==> src/rtl/fp32_argmax_stream_if.sv <==
// Score-in / result-out handshake bundle for fp32_argmax_stream.
// slave: the argmax block; master: score producer plus result consumer.
interface fp32_argmax_stream_if #(
  parameter int data_width = 32,
  parameter int idx_width  = 4
);
  logic                  in_valid;
  logic                  in_ready;
  logic [data_width-1:0] in_data;
  logic                  in_last;
  logic                  out_valid;
  logic                  out_ready;
  logic [idx_width-1:0]  out_index;
  logic [data_width-1:0] out_max;
  logic                  out_err;

  modport slave (
    input  in_valid, in_data, in_last, out_ready,
    output in_ready, out_valid, out_index, out_max, out_err
  );

  modport master (
    output in_valid, in_data, in_last, out_ready,
    input  in_ready, out_valid, out_index, out_max, out_err
  );
endinterface

==> src/rtl/fp32_argmax_stream.sv <==
// Streaming FP32 argmax: one score per beat, one result per frame.
// Ports: clk, reset (async high), bus (in_* scores, out_* index/max/err).
module fp32_argmax_stream #(
  parameter int data_width  = 32,
  parameter int num_classes = 10,
  parameter int idx_width   = 4
) (
  input logic                 clk,
  input logic                 reset,
  fp32_argmax_stream_if.slave bus
);
  typedef enum logic {COLLECT, HOLD} state_t;

  localparam logic [idx_width-1:0] last_cnt =
    idx_width'(num_classes - 1);

  // NaN never wins; any number beats a NaN; +0 and -0 tie.
  function automatic logic greater(
    input logic [data_width-1:0] a,
    input logic [data_width-1:0] b
  );
    logic a_nan, b_nan;
    a_nan = (&a[30:23]) && (|a[22:0]);
    b_nan = (&b[30:23]) && (|b[22:0]);
    if (a_nan)
      return 1'b0;
    else if (b_nan)
      return 1'b1;
    else if (a[31] != b[31])
      return (a[30:0] == '0 && b[30:0] == '0) ? 1'b0 : b[31];
    else if (!a[31])
      return a[30:0] > b[30:0];
    else
      return a[30:0] < b[30:0];
  endfunction

  state_t                state;
  logic [idx_width-1:0]  cnt;
  logic [idx_width-1:0]  cur_idx;
  logic [data_width-1:0] cur_max;
  logic                  err;
  logic                  in_ready_q;
  logic                  out_valid_q;

  logic last_beat;
  logic upd;
  logic beat_err;

  always_comb begin
    last_beat = (cnt == last_cnt);
    upd       = (cnt == '0) || greater(bus.in_data, cur_max);
    beat_err  = (bus.in_last != last_beat);
  end

  always_ff @(posedge clk or posedge reset) begin
    if (reset) begin
      state       <= COLLECT;
      cnt         <= '0;
      cur_idx     <= '0;
      cur_max     <= '0;
      err         <= 1'b0;
      in_ready_q  <= 1'b1;
      out_valid_q <= 1'b0;
    end else begin
      unique case (state)
        COLLECT: begin
          if (bus.in_valid) begin
            if (upd) begin
              cur_max <= bus.in_data;
              cur_idx <= cnt;
            end
            // error flag restarts with each frame's first beat
            err <= ((cnt == '0) ? 1'b0 : err) | beat_err;
            if (last_beat) begin
              cnt         <= '0;
              state       <= HOLD;
              in_ready_q  <= 1'b0;
              out_valid_q <= 1'b1;
            end else begin
              cnt <= cnt + 1'b1;
            end
          end
        end
        HOLD: begin
          if (bus.out_ready) begin
            state       <= COLLECT;
            in_ready_q  <= 1'b1;
            out_valid_q <= 1'b0;
          end
        end
        default: state <= COLLECT;
      endcase
    end
  end

  assign bus.in_ready  = in_ready_q;
  assign bus.out_valid = out_valid_q;
  assign bus.out_index = cur_idx;
  assign bus.out_max   = cur_max;
  assign bus.out_err   = err;
endmodule

==> src/flat_wrapper.sv <==
// flat-port wrapper written by rule: the top's interface ports become plain ports
module fp32_argmax_stream_flat 
#(
  parameter int data_width  = 32,
  parameter int num_classes = 10,
  parameter int idx_width   = 4
)
  (clk, reset, bus_in_valid, bus_in_data, bus_in_last, bus_out_ready, bus_in_ready, bus_out_valid, bus_out_index, bus_out_max, bus_out_err);
  fp32_argmax_stream_if #(.data_width(data_width), .idx_width(idx_width)) bus_i ();
  input logic clk;
  input logic reset;
  input wire logic [$bits(bus_i.in_valid)-1:0] bus_in_valid;
  input wire logic [$bits(bus_i.in_data)-1:0] bus_in_data;
  input wire logic [$bits(bus_i.in_last)-1:0] bus_in_last;
  input wire logic [$bits(bus_i.out_ready)-1:0] bus_out_ready;
  output wire logic [$bits(bus_i.in_ready)-1:0] bus_in_ready;
  output wire logic [$bits(bus_i.out_valid)-1:0] bus_out_valid;
  output wire logic [$bits(bus_i.out_index)-1:0] bus_out_index;
  output wire logic [$bits(bus_i.out_max)-1:0] bus_out_max;
  output wire logic [$bits(bus_i.out_err)-1:0] bus_out_err;
  assign bus_i.in_valid = bus_in_valid;
  assign bus_i.in_data = bus_in_data;
  assign bus_i.in_last = bus_in_last;
  assign bus_i.out_ready = bus_out_ready;
  assign bus_in_ready = bus_i.in_ready;
  assign bus_out_valid = bus_i.out_valid;
  assign bus_out_index = bus_i.out_index;
  assign bus_out_max = bus_i.out_max;
  assign bus_out_err = bus_i.out_err;
  fp32_argmax_stream #(.data_width(data_width), .num_classes(num_classes), .idx_width(idx_width)) u_core (.clk(clk), .reset(reset), .bus(bus_i));
endmodule
==> config.mk <==
export PLATFORM = sky130hd
export DESIGN_NAME = fp32_argmax_stream_flat
export DESIGN_NICKNAME = d
export VERILOG_FILES = /design/src/rtl/fp32_argmax_stream_if.sv /design/src/rtl/fp32_argmax_stream.sv /design/src/flat_wrapper.sv
export SDC_FILE = /design/constraint.sdc
export NUM_CORES = 1
export LEC_CHECK = 0
export BUFFER_PORTS_ARGS = -buffer_cell sky130_fd_sc_hd__buf_4
export CORE_ASPECT_RATIO = 1.75
export CORE_MARGIN = 10
export CORE_UTILIZATION = 48
export CTS_BUF_LIST = sky130_fd_sc_hd__clkbuf_2 sky130_fd_sc_hd__clkbuf_4 sky130_fd_sc_hd__clkbuf_8
export DETAILED_ROUTE_END_ITERATION = 7
export PLACE_DENSITY_LB_ADDON = 0.3
export SLEW_MARGIN = 30
export SYNTH_ARGS = -nofsm -noshare
export SYNTH_HDL_FRONTEND = slang
export SYNTH_SLANG_ARGS = --single-unit
==> constraint.sdc <==
create_clock -name clk -period 4.2 [get_ports clk]
set_clock_uncertainty 0.2 [all_clocks]
set_input_delay 0.84 -clock clk [delete_from_list [all_inputs] [get_ports clk]]
set_output_delay 0.84 -clock clk [all_outputs]
set_load 0.005 [all_outputs]
After elaboration in Yosys (flattened, before gate mapping)
Index checks and enable logic that the tools add are counted.
- output and inout bits: 39
- flip-flop bits (word level): 44
- word-level logic and storage cells: 51
- bits of input ports: 37
- reduce and logical (&&, ||, !) cells: 14
- bitwise gates (word level): 2
- equality and inequality tests: 6
- add/subtract/negate cells: 1
- mux-type cells: 19
- magnitude comparators: 2
- operators by type and width (cell ; count):
    zero test 31 bit ; 2
    OR reduction 23 bit ; 2
    greater-than comparator 31 bit ; 1
    < comparator 31 bit ; 1
    AND reduction 8 bit ; 2
    two-way mux 1 bit ; 15
    one-hot mux 1 bit (2 select lines) ; 3
    AND reduction 3 bit ; 2
    adder 4 x 1 -> 4 bit, second input constant ; 1
    equality test 4 bit, second input constant ; 1
    zero test 4 bit ; 1
    two-way mux 4 bit ; 1
    inequality test 2 bit, second input constant ; 2
    logical AND 1 bit ; 3
    inequality test 1 bit ; 2
    inequality test 2 x 1 -> 1 bit, second input constant ; 1
    AND reduction 2 bit ; 1
    logical OR 1 bit ; 1
    NOT 1 bit ; 1
    OR 1 bit ; 1

Logic depth before layout (Yosys ltp)
- depth in word-level cells: 8
- gate-level depth with buffers: 11
- depth with buffers taken out: 10

Worst setup path after synthesis
No wires, ideal clock.
- kind: input to register
- from: input port bus_in_data[29]
- to: register u_core.cur_max[23], in the netlist u_core.bus.out_max[23]
- data required time: 3.873 ns
- arrival: 3.017 ns
- path slack: 0.856 ns
- setup time: 0.127 ns
- stages: 10
- path buffers: 1
- path through: ha_1 > a21oi_1 > nand2_1 > a221o_1 > a211o_1 > a21oi_2 > mux2i_1 > o21ai_4 > buf_6 > mux2_1
- word-level cells in the longest chain between the ends: 8
- elaborated cells between the ends (all ways): 13
- classes of those cells: order compare (2); mux (5); reduce/logical (6)
- RTL lines (what ; line ; source):
    from (decl) ; flat_wrapper.sv:13 ; input wire logic [$bits(bus_i.in_data)-1:0] bus_in_data;
    branches (longest 5 deep; another with greater-than comparator 31 bit) ; -- ;
    two-way mux 1 bit (*) ; fp32_argmax_stream.sv:25 ; if (a_nan)
    logical OR 1 bit (*) ; fp32_argmax_stream.sv:51 ; upd = (cnt == '0) || greater(bus.in_data, cur_max);
    AND reduction 3 bit (no line) (*) ; -- ;
    to (signal assigned) ; fp32_argmax_stream.sv:69 ; cur_max <= bus.in_data;
    to (decl) ; fp32_argmax_stream.sv:40 ; logic [data_width-1:0] cur_max;
Mark *: on every way between the ends.
A chain may end at the register's enable or synchronous reset.

Final worst setup path
- from: input port bus_in_data[22]
- to: register u_core.cur_max[17], in the netlist u_core.bus.out_max[17]
The elaborated chain is that of the path after synthesis.

==> run_results.csv <==
group,metric,value,unit
grt,grt_antenna_before_repair,0,
cts,clkSlewWorstSetupHoldPaths,80,ps
detailed_routing,drt_wl_total,7111,microns
detailed_routing,drt_first_iter_violations,95,
cells_and_area,antennaDiodeCount,0,
placement,routabilityCongestion,0.8702,
setup_path,r2r_slack,890,ps
yosys,synth.ff_latch_count,44,
timing,rsz_0062_raised_after_global_routing,"no",
placement,detailedPlacementHpwl,5939,microns
yosys,synth_area_leader_cell,"dfrtp_1",
cts,post_cts.repair.setup_buffers,0,
yosys,synthDominantCellAreaShare,39.00,%
setup_path,setup_crit_end_kind,"register",
setup_path,r2r.worst_path.cells,11,
yosys,ys_types,38,
timing,final.period_utilization,82.49,%
yosys,seq_area_frac_synth,39.95,%
grt,gr-usage-all-layers,15.21,%
cells_and_area,fin_nets,421,
yosys,async_flop_share,100.0,%
pwr,power.static_leakage,1.736,nW
run,max_cap_violations,0,
pwr,power_per_cell_area,684.5,nW/um^2
die,start_util,49.40,%
die,die_area,9300,sq um
die,dieHeight,120.3,microns
detailed_routing,via_per_inst,5.533,
cts,cts-resized-gates,0,
cells_and_area,area.growth.synth_to_final,26.98,%
status,run_status,"complete, no violations",
setup_path,worst_setup_start_kind,"primary input",
cts,clkSinkCount,44,
die,rows,36,
grt,global_route.usage.met1,15.20,%
cts,tritoncts,"yes",
timing,max_slew.worst_pin.slew,568.2,ps
grt,grt_util_met3,3.932,%
cells_and_area,fillers,515,
timing,finalSetupViolCount,0,
yosys,synth.cell_area,2759,sq um
timing,final-hold-violation-count,0,
yosys,synth_top_cells_by_count,"43 x dfrtp_1, 39 x inv_1, 31 x ha_1",
yosys,synthesis.nets,340,
detailed_routing,num_vias,2379,
grt,grt_most_used_layer,"met2",
die,io-pin-count,76,
timing,finalWorstPathRequiredPeriod,3464,ps
timing,maxSlewHeadroom,62.12,%
setup_path,worst-setup-path-type,"primary input to register",
grt,grt.overflow.total,0,
cells_and_area,post-route-util,62.72,%
detailed_routing,drc,0,
detailed_routing,postRouteAntennaNets,0,
cts,number_of_buffers_added_by_the_clock_tree_synthesis_step,5,
timing,max_clock_freq,288.6,MHz
min_path,worstHoldPathType,"register to register",
cts,cts-root-buf,"clkbuf_8",
grt,wire_length_of_the_first_global_routing_pass,11920,microns
cts,clk_path_buf_depth,2,
pwr,vdd.ir_drop.worst,0.3600,mV
setup_path,critical_path.max_fanout,23,
yosys,synth_cells,272,
yosys,number_of_enable_type_register_cells_in_the_synthesized_netlist,0,
timing,holdWs,269.0,ps
yosys,ys_top_cells_by_area,"dfrtp_1 39%, ha_1 14%, mux2_1 12%",
timing,setup-tns-final,0,ps
yosys,synth_flop_cell,"dfrtp_1",
detailed_routing,wl_per_cell,16.54,microns
yosys,synth_area_per_cell,10.14,sq um
yosys,synth_most_common_cell,"dfrtp_1",
yosys,synth-warning-count,0,
timing,final_max_slew_viol_count,0,
placement,port-buffer-count,75,
setup_path,worstPathRequired,4170,ps
grt,grt_start_max_net_pins,45,
cts,cts_max_level,2,
cells_and_area,drive_gt1_share,25.99,%
cts,postCtsHoldBufs,0,
setup_path,timing.critical_path.arrival,3440,ps
min_path,hold_depth,2,
grt,gr-usage-met2,28.78,%
cts,clock_latency,290,ps
die,core-area,5585,sq um
grt,first_global_vias,2604,
detailed_routing,drt_first_pass_iters,4,
die,width_of_the_chip,77.31,microns
==> flip-flops by register name, summed over array words and instances (netlist names) <==
register	flops
u_core.bus.out_err	1
u_core.cnt	4
u_core.bus.out_index	4
u_core.bus.out_max	32
u_core.state	1
u_core.bus.out_valid	1
u_core.bus.in_ready	1
==> through the flow <==
step	setup WS (ps)	instance area, sq um	power, mW	instances
floorplan	856.0	2759	1.602	272
global placement	483.0	3415	2.105	422
detailed placement	429.1	3415	2.159	422
CTS	739.3	3503	2.434	430
global route	595.5	3503	2.619	430
finish	735.6	3503	2.398	430
==> report_power, final <==
part           leakage, nW  total [mW]  internal, mW  switching, mW
Clock               0.0446       0.266         0.123          0.144
Sequential           0.521       0.878         0.643          0.235
Combinational         1.17        1.25         0.674          0.579
==> layer usage <==
| metal | part of all wire, % | routed length (microns) | vias up |
|---|---|---|---|
| met5 | 0 | 0 | - |
| met3 | 4.9 | 349 | 16 |
| li1 | - | - | 1153 |
| met1 | 37 | 2646 | 1151 |
| met4 | 2.6 | 184 | 0 |
| met2 | 55 | 3931 | 59 |
==> worst max-delay path, stage by stage <==
cell and delay, ps:
buf_4 120, ha_1 310, a21oi_1 150, o21ai_0 100, a221o_1 320, a211o_1 300, a21oi_2 150, mux2i_1 170
o21ai_4 390, buf_12 230, mux2_1 340
==> kinds of logic (layout without fill, tap and decap cells) <==
group	count (synthesis)	count (layout)	share of synthesized area, %
adders and majority gates	31	31	14.06
muxes	37	37	14.88
and+or+nand+nor	75	75	14.10
DFF	44	44	39.95
buffers and inverters	43	125	6.666
xor gates and xnor gates	3	3	0.9526
AOI/OAI and AO/OA	39	39	9.389
==> worst paths after layout <==
check | startpoint | to
setup / recovery | bus_in_data[22] | u_core.bus.out_max[17]$_DFFE_PP0P_
hold reg to reg | u_core.bus.in_ready$_DFFE_PP1P_ | u_core.bus.in_ready$_DFFE_PP1P_
setup reg to reg | u_core.bus.out_max[22]$_DFFE_PP0P_ | u_core.bus.out_max[17]$_DFFE_PP0P_
hold / removal | u_core.bus.in_ready$_DFFE_PP1P_ | u_core.bus.in_ready$_DFFE_PP1P_
max in group asynchronous | reset | u_core.bus.out_max[21]$_DFFE_PP0P_
min in group asynchronous | reset | u_core.bus.out_max[6]$_DFFE_PP0P_
==> area by class of cell <==
class | count | area (sq um) | share of cell area [%]
tap | 76 | 95.09 | 2.714
sequential | 44 | 1102 | 31.46
clock inverter | 2 | 12.51 | 0.3571
timing repair buffer | 78 | 598.1 | 17.07
multi-input combinational | 185 | 1473 | 42.04
clock buffer | 6 | 76.32 | 2.179
inverter | 39 | 146.4 | 4.179
==> layout by cell type (no fill, tap or decap), types with 2 or more instances in the layout <==
master    Yosys  final
nand2_1      20     20
ha_1         31     31
a21oi_1      14     14
mux2_2        2      2
nor2_1        8      8
a21o_1        2      2
mux2_1       30     30
dfrtp_1      43     43
clkbuf_8      0      5
inv_1        39     38
o31ai_1       2      2
buf_4         0     77
nand3_1       6      6
xnor2_1       3      3
nand4_1      15     15
mux2i_1       5      5
nor3_1        6      6
o21ai_0       8      8
nor4_1       15     15
Note: power is estimated with default switching activity, not from simulation.
